==> src/rtl/controller_packet_tx_pkg.sv <==
// ---------------------------------------------------------------------------
// controller_packet_tx_pkg
//   Shared definitions for the controller packet link. The receive-side
//   parser imports the same package, so the state encodings, the packet
//   length and the default header byte live here rather than in either end.
//
//   Contents:
//     tx_state_t      transmit FSM state encoding
//     PKT_LEN         bytes per packet (header, buttons, sequence, checksum)
//     DEFAULT_HEADER  default first byte of every packet
//     tx_dbg_t        debug view of the transmit FSM and its bookkeeping
// ---------------------------------------------------------------------------
package controller_packet_tx_pkg;

    typedef enum logic [2:0] {
        ST_IDLE       = 3'd0,
        ST_WAIT_READY = 3'd1,
        ST_STROBE     = 3'd2,
        ST_WAIT_DONE  = 3'd3,
        ST_FINISH     = 3'd4
    } tx_state_t;

    localparam int unsigned PKT_LEN        = 4;
    localparam logic [7:0]  DEFAULT_HEADER = 8'hA5;

    typedef struct packed {
        tx_state_t  state;
        logic [1:0] idx;
        logic [7:0] seq;
        logic       pending;
    } tx_dbg_t;

endpackage

==> src/rtl/controller_packet_tx.sv <==
// ---------------------------------------------------------------------------
// controller_packet_tx
//   Frames the controller button state into a 4-byte packet and feeds it one
//   byte at a time to a UART transmitter:
//     byte 0  c_HEADER
//     byte 1  button snapshot taken when the request is accepted
//     byte 2  8-bit sequence number (advances only on a completed packet)
//     byte 3  XOR of bytes 0..2
//
//   Ports:
//     i_CLK        system clock, rising edge
//     i_RESET      asynchronous, active-high reset
//     i_BUTTONS    button state, synchronous to i_CLK
//     i_SEND       packet request, sampled every cycle
//     i_TX_ACTIVE  UART transmitter busy
//     i_TX_DONE    UART transmitter finished the current byte (1-cycle pulse)
//     o_TX_DV      data-valid strobe to the UART transmitter (1-cycle pulse)
//     o_TX_BYTE    byte to the UART transmitter, held until the next strobe
//     o_BUSY       packet in progress (every state but IDLE)
//     o_PKT_DONE   1-cycle pulse once the last byte has been transmitted
//     o_ERROR      1-cycle pulse when a byte was not completed in time
//     o_DBG        FSM state, byte index, sequence number and pending flag
//
//   Handshake with the UART transmitter: a byte is offered only when
//   i_TX_ACTIVE is low; o_TX_DV is high for exactly one cycle and the byte on
//   o_TX_BYTE is valid in that cycle and stays put afterwards. The byte is
//   finished only by an i_TX_DONE pulse seen while waiting for it; a done
//   pulse at any other time carries no meaning and is dropped. A done pulse
//   arriving in the same cycle as the timeout still counts as success.
// ---------------------------------------------------------------------------
module controller_packet_tx
    import controller_packet_tx_pkg::*;
#(
    parameter logic [7:0]  c_HEADER         = DEFAULT_HEADER,
    parameter int unsigned c_TIMEOUT_CYCLES = 8192
) (
    input  logic       i_CLK,
    input  logic       i_RESET,
    input  logic [7:0] i_BUTTONS,
    input  logic       i_SEND,
    input  logic       i_TX_ACTIVE,
    input  logic       i_TX_DONE,
    output logic       o_TX_DV,
    output logic [7:0] o_TX_BYTE,
    output logic       o_BUSY,
    output logic       o_PKT_DONE,
    output logic       o_ERROR,
    output tx_dbg_t    o_DBG
);

    // Counter must be able to hold c_TIMEOUT_CYCLES itself.
    localparam int unsigned TO_W     = $clog2(c_TIMEOUT_CYCLES + 1);
    localparam logic [1:0]  LAST_IDX = 2'(PKT_LEN - 1);

    tx_state_t       state;
    tx_state_t       state_nxt;
    logic [1:0]      idx_q;
    logic [7:0]      snap_q;
    logic [7:0]      seq_q;
    logic [7:0]      byte_q;
    logic            pending_q;
    logic            err_q;
    logic [TO_W-1:0] to_cnt_q;
    logic            timeout;
    logic [7:0]      byte_mux;

    // The counter holds the number of WAIT_DONE cycles already spent, so the
    // last permitted cycle is the one where it reads c_TIMEOUT_CYCLES-1.
    assign timeout = (to_cnt_q == TO_W'(c_TIMEOUT_CYCLES - 1));

    // Byte selection and checksum.
    always_comb begin
        byte_mux = c_HEADER;
        case (idx_q)
            2'd0:    byte_mux = c_HEADER;
            2'd1:    byte_mux = snap_q;
            2'd2:    byte_mux = seq_q;
            default: byte_mux = c_HEADER ^ snap_q ^ seq_q;
        endcase
    end

    // ---------------------------------------------------------------------
    // FSM state register
    // ---------------------------------------------------------------------
    always_ff @(posedge i_CLK or posedge i_RESET) begin
        if (i_RESET) begin
            state <= ST_IDLE;
        end else begin
            state <= state_nxt;
        end
    end

    // ---------------------------------------------------------------------
    // FSM next state and state-decoded outputs
    // ---------------------------------------------------------------------
    always_comb begin
        state_nxt  = state;
        o_TX_DV    = 1'b0;
        o_BUSY     = 1'b1;
        o_PKT_DONE = 1'b0;
        case (state)
            ST_IDLE: begin
                o_BUSY = 1'b0;
                if (i_SEND || pending_q) begin
                    state_nxt = ST_WAIT_READY;
                end
            end
            ST_WAIT_READY: begin
                if (!i_TX_ACTIVE) begin
                    state_nxt = ST_STROBE;
                end
            end
            ST_STROBE: begin
                o_TX_DV   = 1'b1;
                state_nxt = ST_WAIT_DONE;
            end
            ST_WAIT_DONE: begin
                // Done is checked before timeout so a coincident done wins.
                if (i_TX_DONE) begin
                    state_nxt = (idx_q == LAST_IDX) ? ST_FINISH : ST_WAIT_READY;
                end else if (timeout) begin
                    state_nxt = ST_IDLE;
                end
            end
            ST_FINISH: begin
                o_PKT_DONE = 1'b1;
                state_nxt  = ST_IDLE;
            end
            default: begin
                state_nxt = ST_IDLE;
            end
        endcase
    end

    // ---------------------------------------------------------------------
    // Datapath: index, snapshot, sequence, pending flag, timeout, error
    // ---------------------------------------------------------------------
    always_ff @(posedge i_CLK or posedge i_RESET) begin
        if (i_RESET) begin
            idx_q     <= 2'd0;
            snap_q    <= 8'h00;
            seq_q     <= 8'h00;
            byte_q    <= 8'h00;
            pending_q <= 1'b0;
            err_q     <= 1'b0;
            to_cnt_q  <= '0;
        end else begin
            err_q <= 1'b0;

            // Requests seen while busy collapse into a single pending packet.
            if (state == ST_IDLE) begin
                if (i_SEND || pending_q) begin
                    idx_q     <= 2'd0;
                    snap_q    <= i_BUTTONS;
                    pending_q <= 1'b0;
                end
            end else if (i_SEND) begin
                pending_q <= 1'b1;
            end

            // Load the output byte on the way into STROBE so it is valid
            // together with the strobe and then held.
            if (state == ST_WAIT_READY && !i_TX_ACTIVE) begin
                byte_q <= byte_mux;
            end

            // STROBE always precedes WAIT_DONE, so clearing here is the
            // clear-on-entry.
            if (state == ST_STROBE) begin
                to_cnt_q <= '0;
            end else if (state == ST_WAIT_DONE) begin
                to_cnt_q <= to_cnt_q + TO_W'(1);
            end

            if (state == ST_WAIT_DONE) begin
                if (i_TX_DONE) begin
                    if (idx_q != LAST_IDX) begin
                        idx_q <= idx_q + 2'd1;
                    end
                end else if (timeout) begin
                    // Abandoned packet: drop any request queued behind it.
                    err_q     <= 1'b1;
                    pending_q <= 1'b0;
                end
            end

            if (state == ST_FINISH) begin
                seq_q <= seq_q + 8'd1;
            end
        end
    end

    assign o_TX_BYTE = byte_q;
    assign o_ERROR   = err_q;

    assign o_DBG = '{state: state, idx: idx_q, seq: seq_q, pending: pending_q};

endmodule
==> config.mk <==
export PLATFORM = sky130hd
export DESIGN_NAME = controller_packet_tx
export DESIGN_NICKNAME = d
export VERILOG_FILES = /design/src/rtl/controller_packet_tx_pkg.sv /design/src/rtl/controller_packet_tx.sv
export SDC_FILE = /design/constraint.sdc
export NUM_CORES = 1
export LEC_CHECK = 0
export BUFFER_PORTS_ARGS = -buffer_cell sky130_fd_sc_hd__buf_4
export CAP_MARGIN = 20
export CORE_MARGIN = 2
export CORE_UTILIZATION = 57
export CTS_BUF_LIST = sky130_fd_sc_hd__clkbuf_2
export CTS_CLUSTER_SIZE = 12
export DETAILED_ROUTE_END_ITERATION = 10
export HOLD_SLACK_MARGIN = 0.05
export PLACE_DENSITY = 0.81
export SLEW_MARGIN = 20
export SYNTH_ARGS = -nofsm -noshare
export SYNTH_HDL_FRONTEND = slang
export SYNTH_SLANG_ARGS = --single-unit
==> constraint.sdc <==
create_clock -name i_CLK -period 3.6 [get_ports i_CLK]
set_input_delay 0.36 -clock i_CLK [delete_from_list [all_inputs] [get_ports i_CLK]]
set_output_delay 0.36 -clock i_CLK [all_outputs]
set_load 0.1 [all_outputs]
# Word level (Yosys, flattened, before mapping)
# Cells that the tools add are included.
[totals]
register_bits = 45
out_inout_bits = 26
elab_cells = 59
in_bits = 13
[classes]
n_addsub = 3
bitwise_logic = 2
n_mux = 26
n_eq_ne = 12
reduce_logical = 8
[ops]
columns = ["operator", "n"]
rows = [
  ["$mux 14", 2],
  ["$pmux 8 s3", 1],
  ["$mux 3", 5],
  ["$add 14x1->14 const B", 1],
  ["$eq 14x13->1 const B", 1],
  ["$mux 1", 12],
  ["$pmux 3 s4", 1],
  ["$mux 2", 5],
  ["$add 8x1->8 const B", 1],
  ["$xor 8x8->8", 1],
  ["$eq 3x2->1 const B", 2],
  ["$eq 2x2->1 const B", 2],
  ["$ne 2x2->1 const B", 2],
  ["$not 4->4", 1],
  ["$eq 3x1->1 const B", 1],
  ["$eq 3x3->1 const B", 1],
  ["$logic_not 3->1", 1],
  ["$ne 3x3->1 const B", 1],
  ["$reduce_and 3->1", 1],
  ["$add 2x1->2 const B", 1],
  ["$eq 2x1->1 const B", 1],
  ["$logic_not 2->1", 1],
  ["$ne 2x1->1 const B", 1],
  ["$reduce_and 2->1", 1],
  ["4 further kinds", 4],
]

# Depth between registers and ports, before layout
# Gate-level depths: netlist (run 1).
[depth]
depth_word = 6
mapped_depth = 7

# Worst setup path after synthesis (run 1)
# No wires, ideal clock.
[synth_timing]
path_kind = "register to register"
from = "register state[2]"
to = "register seq_q[7]"
period_less_slack_ns = 3.320
n_path_buf = 0
setup_time_ns = 0.160
t_arrival_ns = 3.160
slack_ns = 0.280
path_stages_with_launch = 5
path_cell_list = "dfrtp_1 nor3b_2 and3_1 nand4_1 xnor2_1"
[synth_via]
elab_chain_cells = 1
[synth_lines]
columns = ["element", "line_no", "source"]
rows = [
  ["from (decl)", "controller_packet_tx.sv:55", "tx_state_t state;"],
  ["from (signal assigned)", "controller_packet_tx.sv:89", "state <= state_nxt;"],
  ["$eq 3x3->1", "controller_packet_tx.sv:187", "if (state == ST_FINISH) begin"],
  ["to (signal assigned)", "controller_packet_tx.sv:188", "seq_q <= seq_q + 8'd1;"],
  ["to (decl)", "controller_packet_tx.sv:59", "logic [7:0] seq_q;"],
]
# No other way between the ends.
# A chain may end at the register's enable or synchronous reset.

# Final worst setup path (run 1)
[layout_timing]
from = "register state[1]"
to = "output port o_TX_DV"
[layout_via]
elab_chain_cells = 2
[layout_lines]
columns = ["element", "line_no", "source"]
rows = [
  ["$eq 3x2->1", "controller_packet_tx.sv:101", "case (state)"],
  ["$mux 1", "controller_packet_tx.sv:101", ""],
  ["to (decl)", "controller_packet_tx.sv:43", "output logic o_TX_DV,"],
]
# No other way between the ends.

==> flow_summary.ini, run 1 <==
[global_route]
grt_pass1_wl_mm = 7.54
grt_usage = 0.226
overflow = 0
grt_max_degree = 46
antenna_found_initial = 0
first_global_vias = 1628

[yosys]
yosys.area.top_type = dfrtp_1
yosysWarnings = 0
syn_avg_cell_area_um2 = 10.2
ys_async_sr_fraction = 1.00
synthSimpleGateAreaFrac = 0.163
ys_ff_latch = 45
synth_area_leaders = dfrtp_1 49%, mux2_2 5.4%, xnor2_1 5.3%
synth_common_cells = 45 x dfrtp_1, 19 x nand2_1, 18 x o21ai_0
synth_xor_area_frac = 0.0571
syn_area_um2 = 2300
synth_fp_nets = 246
ys_seq_area_frac = 0.490
synth_cell_types = 40
ys.flop_type = dfrtp_1
synth.most_common_cell = dfrtp_1
synth_top_family_by_area = simple AND/OR/NAND/NOR gates
synth_compound_area_frac = 0.144
synth.top_cell.area_share = 0.490
syn_inst = 226
synth-adder-area-share = 0.0381
synth_edf_count = 0
synth_mux_area_frac = 0.0756

[clock_tree]
cts_setup_buffers = 0
cts.path.max_buffers = 2
htreeDepth = 2
clkLatencyLatePin_ps = 430
cts_made_buffers = 5
tritoncts = built
cts-root-buf = clkbuf_2
cts_sinks = 45
path_clk_slew_ps = 240

[sta]
setup_viol = 0
hold_violations = 0
min_period_ps = 2540
max_freq_mhz = 394
fin_skew_ps = 16.4
worst_pin_slew_ps = 652
rsz0062_at_grt = no
slew_headroom = 0.561
setup_slack_ps = 1060
fin_tns_setup_ps = 0
period_share = 0.705
slew_viol_final = 0

[detailed_routing]
dr.pass1.iters = 4
post_drt_wl_per_cell_um = 14.9
drt-total-wl_mm = 4.65
drt_iter0_drc = 166
drc = 0
via_per_inst = 5.86
num_vias = 1834
drtAntennaViolNets = 0

[pwr]
clock_power_share = 0.091
switchingPower_uw = 1300
power_leakage_uw = 0.00123
seqPwrFrac = 0.355
swShare = 0.544
combPwrFrac = 0.554
ir_drop_mv = 0.525
total_power_uw = 2400
power_density_nw_per_um2 = 900
power.internal_uw = 1090

[finish]
n_antenna_cell = 0
area_growth_pct = 15.9
drive_gt1_frac = 0.243
nNetsFinal = 282

[floorplan]
die_y_um = 67.5
start_util = 0.583
coreArea_um2 = 3940
die_area_um2 = 4560
die_w_um = 67.5
rows = 23
num_io_pins = 39

[setup_path]
cp_data_required_time_ps = 3240
critPathArrivalTime_ps = 2180
critPathMaxFanout = 16
cp-end-kind = output port
start_kind = flop
critical_path_class = flop to output port

[placement]
gp_congestion = 0.841
portBuffers = 38
place_ws_ps = 1510
hpwl_mm = 3.31

[hold_path]
hold_class = input pin to flop

[outcome]
run_status = finished, final reports clean

[job]
drv_cap = 0
-- power by group through the flow --
| stage | Combinational [uW] | Clock, uW | Sequential, uW |
|---|---|---|---|
| floorplan | 644 | 0 | 1280 |
| global placement | 1310 | 0 | 848 |
| detailed placement | 1330 | 0 | 862 |
| CTS | 1330 | 228 | 849 |
| global route | 1420 | 246 | 878 |
| finish | 1330 | 219 | 850 |
-- critical path: stages (launching register included) --
cell	delay, ps
dfrtp_1	580
nand2b_1	380
nor2_1	420
buf_4	360
-- layout make-up --
type                       count  area, um^2
fill                         298        1280
sequential                    45        1130
multi-input combinational    163        1100
timing repair buffer          40         303
tap                           50        62.6
inverter                       7        26.3
clock buffer                   5        25.0
clock inverter                 3        22.5
-- cell families after synthesis --
group	after synthesis
flip-flops	45
buffers and inverters	18
AO/OA/AOI/OAI	51
AND/OR/NAND/NOR	74
adder cells (fa/ha/maj)	7
XOR/XNOR	15
multiplexers	16
-- flip-flops by register name, summed over array words and instances, names as in the netlist --
signal / count
pending_q: 1
state: 3
o_TX_BYTE: 8
snap_q: 8
to_cnt_q: 14
idx_q: 2
o_ERROR: 1
seq_q: 8
-- layout by cell type (no fill, tap or decap), types with 3 or more instances in the layout --
cell        synthesis  layout
clkinvlp_4          0       3
a211oi_1            4       4
inv_1               7       6
mux2_2             11      11
ha_1                7       7
nand4_1             5       5
buf_4               1      39
a21o_1              4       4
xnor2_1            14      14
nor2_1             17      17
clkbuf_2            1       5
o21ai_0            18      18
mux2i_1             5       5
nand2_1            19      19
a21oi_1             9       9
nor4_1              4       4
dfrtp_1            45      45
nand3_1             7       7
nor3_1              6       6
a221oi_1            8       8
-- what timing repair did --
item / in CTS / in global routing
hold endpoints to repair: 25 / 0
hold buffers: 1 / 0
gates resized for setup: 0 / 0
-- path summary, 6_finish.rpt --
kind,depth (start not counted),slack (ps),to,start
max,3,1060,o_TX_DV,state[1]$_DFFE_PP0P_
min,2,130,o_ERROR$_DFF_PP0_,i_TX_DONE
max reg2reg,4,1480,to_cnt_q[13]$_DFFE_PP0P_,state[0]$_DFFE_PP0P_
min reg2reg,1,510,o_ERROR$_DFF_PP0_,to_cnt_q[13]$_DFFE_PP0P_
max in group asynchronous,4,2630,idx_q[1]$_DFF_PP0_,i_RESET
min in group asynchronous,4,580,o_TX_BYTE[3]$_DFFE_PP0P_,i_RESET
-- layer usage --
| metal | global-route usage | up-vias | routed length (um) |
|---|---|---|---|
| li1 | - | 885 | - |
| met1 | 0.313 | 893 | 2200 |
| met2 | 0.346 | 47 | 2150 |
| met3 | 0.0433 | 9 | 211 |
| met4 | 0.0944 | 0 | 91 |
| met5 | 0 | - | 0 |
-- per-stage QoR --
stage                     hold WS [ps]  utilization  instances  area [um^2]
final                              128        0.676        313         2670
after detailed placement           471        0.661        304         2610
after global placement             460        0.661        304         2610
after global routing              90.4        0.676        313         2670
after CTS                          105        0.676        313         2670
after floorplan                    442            -        226         2300
(Power assumes the default switching activity.)
==> inputs of run 2 (changes only) <==
--- a/config.mk
+++ b/config.mk
@@ -5,15 +5,16 @@
 export SDC_FILE = /design/constraint.sdc
 export NUM_CORES = 1
 export LEC_CHECK = 0
+export ABC_AREA = 1
 export BUFFER_PORTS_ARGS = -buffer_cell sky130_fd_sc_hd__buf_4
 export CAP_MARGIN = 20
 export CORE_MARGIN = 2
-export CORE_UTILIZATION = 57
+export CORE_UTILIZATION = 53
 export CTS_BUF_LIST = sky130_fd_sc_hd__clkbuf_2
 export CTS_CLUSTER_SIZE = 12
 export DETAILED_ROUTE_END_ITERATION = 10
 export HOLD_SLACK_MARGIN = 0.05
-export PLACE_DENSITY = 0.81
+export PLACE_DENSITY = 0.79
 export SLEW_MARGIN = 20
 export SYNTH_ARGS = -nofsm -noshare
 export SYNTH_HDL_FRONTEND = slang
==> constraint.sdc (replaced) <==
create_clock -name i_CLK -period 2.05 [get_ports i_CLK]
set_input_delay 0.205 -clock i_CLK [delete_from_list [all_inputs] [get_ports i_CLK]]
set_output_delay 0.205 -clock i_CLK [all_outputs]
set_load 0.1 [all_outputs]
==> flow_summary.ini, run 2 <==
[outcome]
run_status = finished, final reports clean

[global_route]
top_usage_layer = met2
overflow = 0
grt_max_degree = 27
grtUsageMet2 = 0.407
antenna_found_initial = 0
grt_util_met3 = 0.0520
use_met1 = 0.269
grt_pass1_wl_mm = 9.38
grt_usage = 0.232
first_global_vias = 2228

[yosys]
yosysWarnings = 0
synth_area_leaders = dfrtp_1 47%, nand2_1 12%, inv_1 7.0%
ys.flop_type = dfrtp_1
synth_cell_types = 27
syn_avg_cell_area_um2 = 7.78
ys_seq_area_frac = 0.465
syn_inst = 311
synth.top_cell.area_share = 0.465
synth_fp_nets = 331
synth_common_cells = 80 x nand2_1, 45 x dfrtp_1, 45 x inv_1
syn_area_um2 = 2420
yosys.area.top_type = dfrtp_1
ys_ff_latch = 45
synth.most_common_cell = nand2_1
synth_edf_count = 0
ys_async_sr_fraction = 1.00

[pwr]
combPwrFrac = 0.560
power_leakage_uw = 0.00153
clock_power_share = 0.120
switchingPower_uw = 2170
ir_drop_mv = 0.762
swShare = 0.536
power.internal_uw = 1880
power_density_nw_per_um2 = 1370
seqPwrFrac = 0.319

[setup_path]
start_kind = flop
critPathMaxFanout = 6
critical_path_class = flop to output port
cp_data_required_time_ps = 1850
cp-end-kind = output port
critPathArrivalTime_ps = 1630

[floorplan]
start_util = 0.552
rows = 24
die_area_um2 = 5120
num_io_pins = 39
die_y_um = 71.6
coreArea_um2 = 4380
die_w_um = 71.6

[sta]
rsz0062_at_grt = no
slew_headroom = 0.489
slew_viol_final = 0
setup_slack_ps = 214
setup_viol = 0
period_share = 0.896
worst_pin_slew_ps = 761
max_freq_mhz = 545
fin_tns_setup_ps = 0
fin_skew_ps = 28.6
min_period_ps = 1840
hold_violations = 0

[placement]
hpwl_mm = 3.88
gp_congestion = 0.916
portBuffers = 38
place_ws_ps = 589

[detailed_routing]
num_vias = 2196
drc = 0
drt_iter0_drc = 162
drtAntennaViolNets = 0
post_drt_wl_per_cell_um = 12.6
dr.pass1.iters = 4
via_per_inst = 5.23
drt-total-wl_mm = 5.28

[finish]
area_growth_pct = 22.2
drive_gt1_frac = 0.171
final_util = 0.675
regMostFlops = to_cnt_q
largest_reg_flops = 14
n_antenna_cell = 0
mostFrequentLayoutCells = 80 x nand2_1, 44 x inv_1, 42 x nor2_1, 42 x dfrtp_1, 39 x buf_4
final_common_cell = nand2_1
nNetsFinal = 387

[clock_tree]
cts_sinks = 45
htreeDepth = 2
cts.path.max_buffers = 2
path_clk_slew_ps = 220
clkLatencyLatePin_ps = 410
cts-root-buf = clkbuf_2
tritoncts = built
cts_setup_buffers = 0
cts_made_buffers = 5
cts_resized = 0

[hold_path]
hold_class = input pin to flop

[job]
drv_cap = 0
==> run 2: changes by cell type after synthesis, sizes merged, moves of 5 or more <==
| cell | previous run | this run |
|---|---|---|
| inv | 7 | 49 |
| xnor2 | 14 | 8 |
| nand3 | 8 | 19 |
| o211ai | 0 | 8 |
| nor2 | 18 | 46 |
| mux2 | 11 | 0 |
| clkbuf | 9 | 0 |
| nand2 | 19 | 82 |
| a221oi | 8 | 0 |
| mux2i | 5 | 0 |
==> run 2: power groups by stage <==
stage	Combinational [uW]	Sequential (uW)	Clock [uW]
after floorplan	1070	2020	0
after global placement	2210	1310	0
after detailed placement	2260	1310	0
after CTS	2280	1290	507
after global routing	2440	1330	537
final	2270	1290	487
==> run 2: metrics by stage <==
stage	total power (uW)	instance area (um^2)	hold WS, ps	instances
after CTS	4080	2960	123	420
after global routing	4310	2960	190	420
after detailed placement	3570	2780	289	401
after global placement	3520	2780	277	401
final	4050	2960	159	420
after floorplan	3090	2420	315	311
==> run 2: routing by layer <==
layer,vias to the layer above,part of all wire
li1,1099,-
met1,1002,0.41
met2,76,0.49
met3,19,0.064
met4,0,0.032
met5,-,0
==> run 2: cells by family after synthesis <==
group / after synthesis / share of synthesized area
AND/OR/NAND/NOR: 156 / 0.270
AO/OA/AOI/OAI: 41 / 0.105
buffers and inverters: 51 / 0.0838
flip-flops: 45 / 0.465
adder cells (fa/ha/maj): 7 / 0.0362
XOR/XNOR: 11 / 0.0398
==> run 2: cell type report <==
cell class	instances	area, um^2
Multi-Input combinational cell	215	1090
Timing Repair Buffer	51	423
Inverter	49	184
Sequential cell	45	1130
Clock buffer	6	30.0
Fill cell	372	1430
Clock inverter	2	35.0
Tap cell	52	65.1
==> run 2: path summary, 6_finish.rpt <==
kind / startpoint / cells after the start / end / slack [ps]
max: state[0]$_DFFE_PP0P_ / 4 / o_PKT_DONE / 210
min: i_SEND / 5 / pending_q$_DFF_PP0_ / 160
max reg2reg: idx_q[0]$_DFF_PP0_ / 8 / o_TX_BYTE[6]$_DFFE_PP0P_ / 550
min reg2reg: o_TX_BYTE[6]$_DFFE_PP0P_ / 2 / o_TX_BYTE[6]$_DFFE_PP0P_ / 510
max in group asynchronous: i_RESET / 4 / idx_q[1]$_DFF_PP0_ / 1140
min in group asynchronous: i_RESET / 3 / to_cnt_q[6]$_DFFE_PP0P_ / 350
==> run 2: critical path, stage by stage (launching register included) <==
cell and delay (ps):
dfrtp_2 500, nor2_1 170, nand2_1 150, inv_2 100, buf_4 290
==> run 2: timing repair <==
| action | 4_1_cts | 5_1_grt |
|---|---|---|
| hold buffers | 11 | 0 |
| setup endpoints to repair | 0 | 0 |
| endpoints found under the hold margin | 31 | 0 |
